**src/rtl/cpu_pkg.sv**
```systemverilog
// Shared definitions for the 8-bit core's program-counter stage.
package cpu_pkg;
  localparam int unsigned PC_WIDTH_DEF  = 10;
  localparam int unsigned LUT_IDX_W_DEF = 5;

  typedef enum logic [1:0] {IDLE, RUN, DONE} pc_state_t;
endpackage

```
**src/rtl/branch_lut.sv**
```systemverilog
// Branch-target table: one combinational read port, one synchronous write port,
// cleared by reset.
module branch_lut
  import cpu_pkg::*;
#(
  parameter int unsigned PC_WIDTH  = PC_WIDTH_DEF,
  parameter int unsigned LUT_IDX_W = LUT_IDX_W_DEF
) (
  input  logic                 clk,
  input  logic                 reset,
  input  logic                 we,
  input  logic [LUT_IDX_W-1:0] waddr,
  input  logic [PC_WIDTH-1:0]  wdata,
  input  logic [LUT_IDX_W-1:0] raddr,
  output logic [PC_WIDTH-1:0]  rdata
);
  localparam int unsigned Depth = 2 ** LUT_IDX_W;

  logic [PC_WIDTH-1:0] mem_q [Depth];

  always_ff @(posedge clk) begin
    if (reset) begin
      for (int i = 0; i < Depth; i++) begin
        mem_q[i] <= '0;
      end
    end else if (we) begin
      mem_q[waddr] <= wdata;
    end
  end

  // A same-index write is only visible from the next cycle on.
  assign rdata = mem_q[raddr];
endmodule

```
**src/rtl/pc_unit.sv**
```systemverilog
// Program-counter sequencer with branch resolution and a start/done handshake.
module pc_unit
  import cpu_pkg::*;
#(
  parameter int unsigned PC_WIDTH  = PC_WIDTH_DEF,
  parameter int unsigned LUT_IDX_W = LUT_IDX_W_DEF
) (
  input  logic                 clk,
  input  logic                 reset,
  input  logic                 start,
  input  logic                 stall,
  input  logic                 halt,
  input  logic                 branch,
  input  logic                 jump,
  input  logic [7:0]           alu_out,
  input  logic [LUT_IDX_W-1:0] lut_idx,
  input  logic                 lut_we,
  input  logic [LUT_IDX_W-1:0] lut_waddr,
  input  logic [PC_WIDTH-1:0]  lut_wdata,
  output logic [PC_WIDTH-1:0]  pc,
  output logic                 fetch_en,
  output logic                 busy,
  output logic                 done
);
  pc_state_t           state_q;
  logic [PC_WIDTH-1:0] pc_q;
  logic [PC_WIDTH-1:0] pc_next;
  logic [PC_WIDTH-1:0] lut_rdata;
  logic                done_q;
  logic                redirect;
  logic                unused_alu;

  branch_lut #(
    .PC_WIDTH  (PC_WIDTH),
    .LUT_IDX_W (LUT_IDX_W)
  ) u_lut (
    .clk   (clk),
    .reset (reset),
    .we    (lut_we),
    .waddr (lut_waddr),
    .wdata (lut_wdata),
    .raddr (lut_idx),
    .rdata (lut_rdata)
  );

  // Only the selected flag in bit 0 matters; upper bits may be X.
  assign unused_alu = ^alu_out[7:1];

  assign redirect = jump | (branch & alu_out[0]);

  always_comb begin
    pc_next = pc_q + PC_WIDTH'(1);
    if (redirect) begin
      pc_next = lut_rdata;
    end
  end

  always_ff @(posedge clk) begin
    if (reset) begin
      state_q <= IDLE;
      pc_q    <= '0;
      done_q  <= 1'b0;
    end else if (!stall) begin
      unique case (state_q)
        IDLE: begin
          if (start) begin
            state_q <= RUN;
            pc_q    <= '0;
          end
        end
        RUN: begin
          // Halt wins over start and over any redirect in the same cycle.
          if (halt) begin
            state_q <= DONE;
            done_q  <= 1'b1;
          end else begin
            pc_q <= pc_next;
          end
        end
        DONE: begin
          if (start) begin
            state_q <= RUN;
            pc_q    <= '0;
            done_q  <= 1'b0;
          end
        end
        default: begin
          state_q <= IDLE;
          done_q  <= 1'b0;
        end
      endcase
    end
  end

  assign pc       = pc_q;
  assign busy     = (state_q == RUN);
  assign fetch_en = (state_q == RUN) && !stall;
  assign done     = done_q;
endmodule

```
**config.mk**
```make
export PLATFORM = sky130hd
export DESIGN_NAME = pc_unit
export DESIGN_NICKNAME = d
export VERILOG_FILES = /design/src/rtl/cpu_pkg.sv /design/src/rtl/branch_lut.sv /design/src/rtl/pc_unit.sv
export SDC_FILE = /design/constraint.sdc
export NUM_CORES = 1
export LEC_CHECK = 0
export CELL_PAD_IN_SITES_DETAIL_PLACEMENT = 0
export CELL_PAD_IN_SITES_GLOBAL_PLACEMENT = 2
export CORE_MARGIN = 2
export CORE_UTILIZATION = 41
export DETAILED_ROUTE_END_ITERATION = 6
export PLACE_DENSITY_LB_ADDON = 0.1
export SLEW_MARGIN = 30
export SYNTH_ARGS = -nofsm -noshare
export SYNTH_HDL_FRONTEND = slang
export SYNTH_HIERARCHICAL = 1
export SYNTH_SLANG_ARGS = --single-unit
export TNS_END_PERCENT = 10
```
**constraint.sdc**
```tcl
create_clock -name clk -period 3.02 [get_ports clk]
set_clock_uncertainty 0.15 [all_clocks]
set_input_delay 0.453 -clock clk [delete_from_list [all_inputs] [get_ports clk]]
set_output_delay 0.453 -clock clk [all_outputs]
set_load 0.1 [all_outputs]
```
==> results_dict.tcl, run 1 <==
set metrics [dict create \
    peakVddDrop_mv 0.3659 \
    hold_slack_ns 0.3400 \
    power_leakage_nw 6.910 \
    final_util 0.4773 \
    grt_overflow 0 \
    slew_headroom 0.6042 \
    cts_root_buf "clkbuf_16" \
    finalSetupTns_ns 0 \
    wire_per_inst_um 22.94 \
    synth_top_cell_by_area "edfxtp_1" \
    antennaDiodeCount 0 \
    gp_congestion 0.7639 \
    cp_slowest_stage_delay_ns 0.60 \
    fp.dieH_um 202.1 \
    io_pins 49 \
    worst_pin_slew_ns 0.5891 \
    crit_slowest_cell "clkdlybuf4s50_1" \
    reg2reg_from "u_lut/mem_q[3][3]$_SDFFCE_PN0P_" \
    totalWireLength_mm 42.10 \
    hold_viol 0 \
    yosysWarnings 6 \
    start_util 0.4162 \
    rr_worst_depth 8 \
    cts_buffer_depth 3 \
    vias 9504 \
    grt_pass1_wl_mm 62.49 \
    hold_path_end "pc[7]$_SDFFE_PP0P_" \
    fin_crit_sh 0.7944 \
    worstHoldPathType "reg2reg" \
    fin_cells 1835 \
    placed_area_um2 17210 \
    crit_path_start "lut_idx[2]" \
    synth_area_leaders "edfxtp_1, and2_1, mux2i_1" \
    drive_gt1_frac 0.1625 \
    drt_iter0_drc 564 \
    end_kind "flop" \
    portBuffers 41 \
    worstPathRequired_ns 3.27 \
    yosys_register_bits 333 \
    ctsResizeCount 0 \
    first_pass_iters 5 \
    cts_sinks 333 \
    holdCritStartpoint "pc[7]$_SDFFE_PP0P_" \
    crit_type "in2reg" \
    startpoint_type "primary input" \
    postCtsSetupRepairBufs 0 \
    h-tree-depth 2 \
    crit_top_cell "and2_1" \
    ys_seq_area_frac 0.6136 \
    dp_hpwl_mm 26.70 \
    slew_viol_final 0 \
    p_total_mw 10.83 \
    core_area_um2 38650 \
    grt_antenna_before_repair 0 \
    arrival_ns 2.65 \
    yosysUniqueCellTypes 55 \
    final_area_um2 18450 \
    whs_path_depth 2 \
    cts_hold_buf 0 \
    grt_pass1_vias 9635 \
    areaGrowthSynthToFinish_pct 14.67 \
    synth_cells 1241 \
    fin_nets 1324 \
    async_flop_share 0 \
    power.density_nw_per_um2 587.2 \
    die_area_um2 40830 \
    die_w_um 202.1 \
    finalWorstSetupSlack_ns 0.6208 \
    syn_nets 1278 \
    reg2reg_slack_ns 0.95 \
    cap_violations 0 \
    ys.flop_type "edfxtp_1" \
    antenna_left 0 \
    status "finished clean" \
    synth_edf_count 320 \
    fmax_mhz 416.8 \
    yosysTopAreaCellShare 0.5974 \
    drc 0 \
    crit_chain "clkdlybuf4s50_1, and2_1, buf_12, a22o_1, nor3_1, a31oi_1, nand3_1, and2_1, o21ai_0, a21oi_1" \
    finalSetupViolCount 0 \
    vias_per_cell 5.179 \
    timing.rr.end "pc[3]$_SDFFE_PP0P_" \
    syn_area_um2 16090 \
    rows 72 \
    rsz0062_at_grt "no" \
    cts_made_buffers 38 \
    cts_tree "yes" \
    worstSkewPairLatency_ns 0.55 \
    worst-path-max-fanout 22 \
    period_needed_ns 2.399 \
    grt_start_max_net_pins 48 \
    syn_area_per_cell_um2 12.96 \
    grtUsageTotal 0.2115 \
    clk_transition_reported_paths_ns 0.06 \
    dp_slack_ns 0.05341 \
    place_inst 1765 \
]
## layout make-up
type	instances	area, um^2
inverters	2	7.507
repair buffers	116	1040
fillers	3420	20200
well taps	518	648.1
flip-flops and latches	333	9869
clock buffers	50	1070
clock inverters	20	168.9
multi-input cells	796	5642
## report_power, final
part           leakage [nW]  internal [mW]  switching (mW)
logic                  3.16          0.312           0.600
registers              3.15           5.29          0.0650
clock network         0.602           2.75            1.81
## state kept, by name, indices dropped and copies added (netlist names)
name         cells
done             1
pc              10
state_q          2
u_lut/mem_q    320
## worst max-delay path: cells and delay by family
family                 cells  cell delay, ns
buffers and inverters      2            0.78
and+or+nand+nor            4            0.68
AOI/OAI and AO/OA          4            0.71
## synth_stat cells (3+ instances only)
| cell | instances |
|---|---|
| buf_1 | 4 |
| o21ai_0 | 7 |
| nand2_1 | 26 |
| nand3_1 | 25 |
| nand2b_1 | 4 |
| and2_2 | 16 |
| o21ai_1 | 8 |
| mux2i_1 | 160 |
| nor2_4 | 8 |
| nor3_1 | 15 |
| nor2_1 | 35 |
| dfxtp_1 | 13 |
| buf_6 | 13 |
| buf_4 | 14 |
| clkbuf_1 | 62 |
| a31oi_1 | 11 |
| buf_2 | 10 |
| a21oi_1 | 27 |
| and2_1 | 310 |
| or2_2 | 33 |
| nand3b_1 | 3 |
| a22oi_1 | 42 |
| a22o_1 | 21 |
| edfxtp_1 | 320 |
| clkbuf_2 | 7 |
| nand4_1 | 11 |
## logic make-up after synthesis
group                      after synthesis  synth area share
AOI/OAI and AO/OA                      127           0.05632
adders and majority gates                1         0.0007777
buffers and inverters                  112           0.03679
DFF                                    333            0.6136
muxes                                  161            0.1003
and+or+nand+nor                        507            0.1923
## layout by cell type, fill, tap and decap left out, drive strengths merged, types with 13 or more instances in the layout
cell	n
nor2	44
edfxtp	320
clkdlybuf4s50	26
nand3	25
mux2i	160
o21ai	15
or2	33
clkinv	15
a21oi	27
dfxtp	13
clkbuf	51
nor3	16
buf	89
nand2	26
a22oi	42
and2	327
a22o	21
## how the worst max path moves through the flow
stage / end / slack, ns
after detailed placement: pc[4]$_SDFFE_PP0P_ / 0.05
after global routing: pc[1]$_SDFFE_PP0P_ / 0.45
after floorplan: fetch_en / 0.39
final: pc[4]$_SDFFE_PP0P_ / 0.62
after CTS: pc[4]$_SDFFE_PP0P_ / 0.64
after global placement: pc[4]$_SDFFE_PP0P_ / 0.09
## metal layers
layer / track usage / up-vias / wire, um
li1: - / 4551 / -
met1: 0.2921 / 4688 / 19400
met5: 0 / - / 0
met4: 0.06749 / 0 / 1071
met2: 0.3470 / 194 / 20020
met3: 0.02789 / 71 / 1611
(Power assumes the default switching activity.)
==> inputs of run 2 (changes only) <==
Settings changed: CORE_UTILIZATION 41 to 40.
Clock period 3.02 ns to 2.2 ns, I/O delays scaled along.
==> results_dict.tcl, run 2 (synthesis gave the netlist of run 1 again) <==
set metrics [dict create \
    status "finished clean" \
    worstHoldPathType "in2reg" \
    vias 9710 \
    fin_crit_sh 0.9736 \
    totalWireLength_mm 43.76 \
    startpoint_type "flop" \
    fin_cells 1907 \
    regMostFlops "u_lut/mem_q" \
    finalWorstSetupSlack_ns 0.05808 \
    die_w_um 204.5 \
    h-tree-depth 2 \
    place_inst 1835 \
    io_pins 49 \
    first_pass_iters 5 \
    cap_violations 0 \
    crit_type "reg2out" \
    antenna_left 0 \
    grt_antenna_before_repair 1 \
    final_cell_mix "edfxtp_1, and2_1, mux2i_1" \
    start_util 0.4048 \
    grt_pass1_wl_mm 65.00 \
    gp_congestion 0.8604 \
    fin_nets 1388 \
    finalSetupViolCount 0 \
    period_needed_ns 2.142 \
    worstSkewPairLatency_ns 0.55 \
    p_total_mw 14.84 \
    slew_headroom 0.6365 \
    portBuffers 41 \
    wire_per_inst_um 22.95 \
    arrival_ns 1.66 \
    peakVddDrop_mv 0.4835 \
    cts_root_buf "clkbuf_16" \
    slew_viol_final 0 \
    cts_sinks 333 \
    rows 73 \
    areaGrowthSynthToFinish_pct 18.54 \
    drive_gt1_frac 0.2028 \
    drt_iter0_drc 455 \
    cts_tree "yes" \
    worst-path-max-fanout 6 \
    fp.dieH_um 204.5 \
    grt_start_max_net_pins 48 \
    dp_slack_ns -0.6246 \
    core_area_um2 39730 \
    worstPathRequired_ns 1.72 \
    rsz0062_at_grt "no" \
    cts_made_buffers 38 \
    vias_per_cell 5.092 \
    grtUsageTotal 0.2150 \
    layout_commonest_cell "edfxtp_1" \
    grt_overflow 0 \
    dp_hpwl_mm 29.17 \
    power_leakage_nw 7.275 \
    hold_viol 0 \
    fmax_mhz 466.9 \
    cts_buffer_depth 3 \
    end_kind "primary output" \
    worst_pin_slew_ns 0.5453 \
    power.density_nw_per_um2 778.2 \
    fill_cells 3555 \
    drc 0 \
    grt_pass1_vias 9948 \
    largest_reg_flops 320 \
    clk_transition_reported_paths_ns 0.05 \
    die_area_um2 41830 \
    cts_hold_buf 0 \
]
==> run 2: cell types whose count changed in the layout (fill, tap and decap cells not counted), moves of 2 or more <==
cell / delta
bufinv_16: -2
buf_4: +50
buf_12: +14
clkinv_2: +2
clkinvlp_4: -2
clkbuf_1: +3
clkdlybuf4s50_1: -2
clkinv_1: -2
dlygate4sd2_1: +2
==> run 2: repair_timing <==
action	in CTS	in global routing
setup endpoints to repair	2	0
setup buffers	1	0
resized for setup	2	0
==> run 2: routing by layer <==
layer	wire (um)	up-vias	track usage
li1	-	4695	-
met1	19530	4780	0.2822
met2	21550	163	0.3673
met3	1409	72	0.03198
met4	1278	0	0.06729
met5	0	-	0
==> run 2: critical path, cell delays in order, from the launching register on <==
cell	delay, ns
dfxtp_1	0.45
and2b_2	0.28
and2_2	0.22
buf_12	0.17
==> run 2: stage by stage <==
stage                TNS, ns  hold WS (ns)  area (um^2)  utilization
floorplan           -0.02831        0.3426        16090            -
global placement      -51.98        0.3373        17870       0.4497
detailed placement    -56.71        0.3401        17870       0.4497
CTS                        0        0.1581        19060       0.4798
global route               0        0.1691        19060       0.4798
finish                     0        0.1743        19070       0.4799
==> run 2: where the power goes <==
group	internal, mW	switching, mW	total (mW)
clock network	3.58	2.49	6.06
registers	7.27	0.0910	7.36
logic	0.547	0.869	1.42
==> run 2: worst paths after layout <==
path	startpoint	to	slack, ns	cells past startpoint
worst max-delay path	state_q[1]$_SDFFE_PP0P_	fetch_en	0.06	3
worst min-delay path	reset	done$_SDFFE_PP0P_	0.17	3
worst max register to register	u_lut/mem_q[7][3]$_SDFFCE_PN0P_	pc[3]$_SDFFE_PP0P_	0.15	8
worst min register to register	pc[7]$_SDFFE_PP0P_	pc[7]$_SDFFE_PP0P_	0.35	2
==> run 2: layout make-up <==
cell class	count	area (um^2)	share of cell area
Antenna cell	1	2.502	0.0001312
Clock buffer	54	1095	0.05742
Clock inverter	16	96.34	0.005053
Inverter	2	7.507	0.0003937
Multi-Input combinational cell	796	5644	0.2960
Sequential cell	333	9871	0.5177
Tap cell	525	656.9	0.03445
Timing Repair Buffer	180	1694	0.08885
